**src/rtl/ps2_keyboard_rx.sv**
```systemverilog
// PS/2 keyboard receiver: oversamples ps2_clk/ps2_data on the system clock,
// checks start/parity/stop framing and queues valid scan codes in a FIFO.
module ps2_keyboard_rx #(
   parameter int unsigned FIFO_DEPTH     = 8,
   parameter int unsigned TIMEOUT_CYCLES = 20000
) (
   input  logic       clk,
   input  logic       rst,
   input  logic       ps2_clk,
   input  logic       ps2_data,
   input  logic       nextdata_n,
   output logic [7:0] data,
   output logic       ready,
   output logic       overflow,
   output logic       frame_err
);

   localparam int unsigned AW = $clog2(FIFO_DEPTH);
   localparam int unsigned TW = $clog2(TIMEOUT_CYCLES + 1);

   logic [2:0]    clk_sync_q, data_sync_q;
   logic [3:0]    cnt_q;
   logic [9:0]    bits_q;
   logic [TW-1:0] to_cnt_q;
   logic          frame_err_q, overflow_q;
   logic [AW:0]   wr_ptr_q, rd_ptr_q;
   logic [7:0]    mem_q [FIFO_DEPTH];

   logic fall, bit_in, frame_done, frame_ok, timeout;
   logic empty, full, pop, push, drop;

   // Edge detect, frame completion and FIFO handshake decode
   always_comb begin
      fall       = clk_sync_q[2] & ~clk_sync_q[1];
      bit_in     = data_sync_q[1];
      frame_done = fall && (cnt_q == 4'd10);
      // bit_in is the stop bit when frame_done is asserted
      frame_ok   = ~bits_q[0] & bit_in & (^bits_q[9:1]);
      timeout    = !fall && (cnt_q != 4'd0) && (to_cnt_q == TW'(TIMEOUT_CYCLES));
      empty      = (wr_ptr_q == rd_ptr_q);
      full       = (wr_ptr_q[AW] != rd_ptr_q[AW]) && (wr_ptr_q[AW-1:0] == rd_ptr_q[AW-1:0]);
      pop        = ~empty & ~nextdata_n;
      // A pop in the same cycle frees a slot, so a push into a full FIFO still lands
      push       = frame_done & frame_ok & (~full | pop);
      drop       = frame_done & frame_ok & full & ~pop;
   end

   // Three-flop synchronisers; reset to idle-high so no false edge after reset
   always_ff @(posedge clk or negedge rst) begin
      if (!rst) begin
         clk_sync_q  <= 3'b111;
         data_sync_q <= 3'b111;
      end else begin
         clk_sync_q  <= {clk_sync_q[1:0], ps2_clk};
         data_sync_q <= {data_sync_q[1:0], ps2_data};
      end
   end

   // Bit shifter, frame checker and mid-frame timeout
   always_ff @(posedge clk or negedge rst) begin
      if (!rst) begin
         cnt_q       <= 4'd0;
         bits_q      <= 10'd0;
         to_cnt_q    <= '0;
         frame_err_q <= 1'b0;
      end else begin
         frame_err_q <= 1'b0;
         if (fall) begin
            to_cnt_q <= '0;
            if (cnt_q == 4'd10) begin
               cnt_q       <= 4'd0;
               frame_err_q <= ~frame_ok;
            end else begin
               bits_q[cnt_q] <= bit_in;
               cnt_q         <= cnt_q + 4'd1;
            end
         end else if (timeout) begin
            cnt_q       <= 4'd0;
            to_cnt_q    <= '0;
            frame_err_q <= 1'b1;
         end else if (cnt_q != 4'd0) begin
            to_cnt_q <= to_cnt_q + TW'(1);
         end
      end
   end

   // FIFO storage and pointers
   always_ff @(posedge clk or negedge rst) begin
      if (!rst) begin
         wr_ptr_q <= '0;
         rd_ptr_q <= '0;
         for (int i = 0; i < FIFO_DEPTH; i++) mem_q[i] <= 8'h00;
      end else begin
         if (push) begin
            mem_q[wr_ptr_q[AW-1:0]] <= bits_q[8:1];
            wr_ptr_q                <= wr_ptr_q + 1'b1;
         end
         if (pop) rd_ptr_q <= rd_ptr_q + 1'b1;
      end
   end

   // Sticky overflow: set on a dropped byte, cleared by the next pop
   always_ff @(posedge clk or negedge rst) begin
      if (!rst) begin
         overflow_q <= 1'b0;
      end else if (drop) begin
         overflow_q <= 1'b1;
      end else if (pop) begin
         overflow_q <= 1'b0;
      end
   end

   assign data      = mem_q[rd_ptr_q[AW-1:0]];
   assign ready     = ~empty;
   assign overflow  = overflow_q;
   assign frame_err = frame_err_q;

endmodule

```
**config.mk**
```make
export PLATFORM = sky130hd
export DESIGN_NAME = ps2_keyboard_rx
export DESIGN_NICKNAME = d
export VERILOG_FILES = /design/src/rtl/ps2_keyboard_rx.sv
export SDC_FILE = /design/constraint.sdc
export NUM_CORES = 1
export LEC_CHECK = 0
export ABC_AREA = 1
export CORE_MARGIN = 3
export CORE_UTILIZATION = 40
export CTS_CLUSTER_SIZE = 25
export DETAILED_ROUTE_END_ITERATION = 10
export PLACE_DENSITY = 0.66
export SLEW_MARGIN = 5
export SYNTH_ARGS = -nofsm -noshare
export SYNTH_HDL_FRONTEND = slang
export SYNTH_SLANG_ARGS = --single-unit
```
**constraint.sdc**
```tcl
create_clock -name clk -period 5.2 [get_ports clk]
set_clock_uncertainty 0.1 [all_clocks]
set_input_delay 0.52 -clock clk [delete_from_list [all_inputs] [get_ports clk]]
set_output_delay 0.52 -clock clk [all_outputs]
set_load 0.02 [all_outputs]
```
==> results.sh <==
export IMPL_outcome="finished, final reports clean"
export IMPL_tns_ns=0
export IMPL_synth_edf_count=0
export IMPL_fp_row_count=43
export IMPL_p_int_mw=1.633
export IMPL_pwr_share_clk_pct=26.5
export IMPL_r2r_cells=9
export IMPL_finalMaxSlewViolations=0
export IMPL_drive_gt1_share_pct=7.386
export IMPL_startpoint_type="flop"
export IMPL_fmax_mhz=293.6
export IMPL_synthDistinctLibCells=36
export IMPL_die_y_um=125.8
export IMPL_postRouteWirelength_mm=14.16
export IMPL_critical_path_class="flop to output port"
export IMPL_cp_cell_sequence="inv_1 -> o21ai_0 -> o22ai_1 -> nor2_1 -> a31oi_1 -> clkdlybuf4s50_1"
export IMPL_drt_iter0_drc=614
export IMPL_via_per_inst=5.469
export IMPL_synth_seq_area_share_pct=47.16
export IMPL_switchingPower_mw=1.134
export IMPL_dp_cells=868
export IMPL_power_share_switching_pct=40.98
export IMPL_core_um2=13990
export IMPL_ys_ff_latch=108
export IMPL_slowest_delay_ns=0.68
export IMPL_grt_setup_unrepaired="false"
export IMPL_finalCritPeriodShare_pct=65.50
export IMPL_via_count=4835
export IMPL_cp_required_ns=4.58
export IMPL_antenna_found_initial=0
export IMPL_h_tree_depth=3
export IMPL_die_w_um=125.8
export IMPL_numPortBuffers=15
export IMPL_cp_end_kind="output port"
export IMPL_num_io_pins=16
export IMPL_fin_crit_ns=3.406
export IMPL_ir_drop_uv=233.5
export IMPL_synth_async_sr_flop_share_pct=100.0
export IMPL_cts_resized_gates=0
export IMPL_synthCells=710
export IMPL_start_util_pct=41.06
export IMPL_drc=0
export IMPL_leakage_nw=3.003
export IMPL_r2r_start="rd_ptr_q[0]$_DFFE_PN0P_"
export IMPL_regToRegSetupSlack_ns=2.13
export IMPL_setup_viol=0
export IMPL_cts_buffers=9
export IMPL_powerDensity_nw_per_um2=448.3
export IMPL_cpMaxStageDelayCell="inv_1"
export IMPL_root_buffer="clkbuf_16"
export IMPL_clkSinkCount=108
export IMPL_clockBufferDepth=2
export IMPL_globalRouteOverflowTotal=0
export IMPL_worstSkewPairLatency_ns=0.37
export IMPL_hold_viol_final=0
export IMPL_gp_congestion=0.8929
export IMPL_num_antenna_cells=0
export IMPL_cts_setup_buffers=0
export IMPL_seq_power_share_pct=39.3
export IMPL_synth_avg_cell_area_um2=8.091
export IMPL_synth_ff_type="dfrtp_1"
export IMPL_maxSlewHeadroom_pct=37.48
export IMPL_postRouteAntennaNets=0
export IMPL_dr_pass1_iters=4
export IMPL_track_usage_pct=18.64
export IMPL_syn_area_um2=5744
export IMPL_synth_warning_count=0
export IMPL_cts_tree="done"
export IMPL_nets=708
export IMPL_area_delta_synth_final_pct=7.406
export IMPL_grt_max_degree=68
export IMPL_dp_hpwl_mm=9.508
export IMPL_synth_nets=719
export IMPL_stdcell_count=884
export IMPL_regToRegEndpoint="mem_q[56]$_DFFE_PN0P_"
export IMPL_hold_class="input port to asynchronous set/reset pin"
export IMPL_crit_buf_inv=2
export IMPL_crit_fanout=34
export IMPL_wire_per_inst_um=16.02
export IMPL_die_area_um2=15830
export IMPL_layout_commonest_cell="nand2_1"
export IMPL_crit_family="buffers and inverters"
export IMPL_clkTransAtPathRegs_ns=0.08
export IMPL_grt_pass1_vias=4709
export IMPL_hold_buffers=0
export IMPL_cap_violations=0
export IMPL_tightest_slew_ns=0.9368
export IMPL_comb_power_share_pct=34.2
export IMPL_grt_first_pass_wirelength_mm=23.81
export IMPL_arrival_ns=2.79
export IMPL_final_cell_mix="224 x nand2_1, 103 x dfrtp_1, 76 x nor2_1"
## flip-flops by register name, indices dropped and copies added (netlist names)
| name | flops |
|---|---|
| mem_q | 64 |
| overflow | 1 |
| to_cnt_q | 15 |
| clk_sync_q | 3 |
| frame_err | 1 |
| wr_ptr_q | 4 |
| cnt_q | 4 |
| rd_ptr_q | 4 |
| data_sync_q | 2 |
| bits_q | 10 |
## metal layers
metal / global-route usage, % / wire length, µm / vias to the layer above
li1: - / - / 2348
met5: 0 / 0 / -
met1: 26.08 / 6624 / 2339
met4: 6.120 / 310 / 0
met3: 5.513 / 818 / 22
met2: 27.94 / 6406 / 126
## power by group through the flow
stage	registers, mW	clock network (mW)	logic, mW
3_5_place_dp	1.09	0	0.942
4_1_cts	1.08	0.747	0.943
3_3_place_gp	1.09	0	0.930
2_1_floorplan	0.964	0	0.763
6_report	1.09	0.733	0.947
5_1_grt	1.10	0.784	1.05
## worst register-to-register path, delay by kind of cell (launching register included)
kind | cells | cell delay [ns]
buffers and inverters | 2 | 1.18
DFF | 1 | 0.38
and+or+nand+nor | 7 | 1.31
## cell usage after synthesis, types with 2 or more instances
library cell | instances | share of area, %
nand2_2 | 2 | 0.22
ha_1 | 4 | 0.87
clkbuf_1 | 13 | 0.85
inv_1 | 40 | 2.6
buf_4 | 8 | 1.0
o21ai_0 | 52 | 4.5
nand3_4 | 7 | 2.1
nor3_1 | 8 | 0.70
nand2_1 | 224 | 15
buf_2 | 10 | 0.87
nand3_1 | 16 | 1.4
a21oi_1 | 7 | 0.61
buf_6 | 5 | 0.98
clkinv_1 | 2 | 0.13
nand4_1 | 69 | 7.5
dfstp_2 | 5 | 2.3
buf_8 | 4 | 1.0
xnor2_1 | 3 | 0.46
xor2_1 | 7 | 1.1
nor2_1 | 76 | 5.0
a31oi_1 | 9 | 0.98
o22ai_1 | 8 | 0.87
inv_2 | 2 | 0.13
nor3_2 | 8 | 1.4
nor3b_1 | 5 | 0.65
nor2_2 | 4 | 0.44
dfrtp_1 | 103 | 45
## kinds of logic (layout without fill, tap and decap cells)
group	count (synthesis)	after routing	synth area share, %
fa+ha+maj	4	4	0.8713
simple gates	423	423	34.96
compound gates	80	80	7.471
xor+xnor	10	10	1.525
flops	108	108	47.16
buf+inv	85	79	8.016
## area by class of cell
cell class / instances / area, µm²
tap: 180 / 225.2
clock inverter: 7 / 92.59
multi-input combinational: 517 / 2575
timing repair buffer: 19 / 177.7
inverter: 44 / 165.2
sequential: 108 / 2709
fill: 1417 / 7819
clock buffer: 9 / 225.2
## worst max-delay path by stage
stage | slack (ns) | startpoint | endpoint | cells past startpoint
2_1_floorplan | 2.97 | rd_ptr_q[1]$_DFFE_PN0P_ | data[6] | 7
3_3_place_gp | 2.23 | rd_ptr_q[0]$_DFFE_PN0P_ | mem_q[59]$_DFFE_PN0P_ | 9
3_5_place_dp | 2.17 | rd_ptr_q[0]$_DFFE_PN0P_ | mem_q[56]$_DFFE_PN0P_ | 9
4_1_cts | 1.85 | rd_ptr_q[1]$_DFFE_PN0P_ | data[7] | 6
5_1_grt | 1.63 | rd_ptr_q[1]$_DFFE_PN0P_ | data[7] | 5
6_report | 1.79 | rd_ptr_q[0]$_DFFE_PN0P_ | data[7] | 6
## through the flow
| stage | power [mW] | hold slack, ns | util (%) | setup WS, ns | instance area (µm²) |
|---|---|---|---|---|---|
| finish | 2.766 | 0.05242 | 44.11 | 1.794 | 6170 |
| global route | 2.932 | 0.08523 | 44.11 | 1.635 | 6170 |
| CTS | 2.767 | 0.06520 | 44.11 | 1.846 | 6170 |
| detailed placement | 2.035 | 0.2476 | 41.83 | 2.169 | 5852 |
| global placement | 2.018 | 0.2496 | 41.83 | 2.233 | 5852 |
| floorplan | 1.727 | 0.1244 | - | 2.968 | 5744 |
No activity file was read; power rests on OpenSTA's default activity.
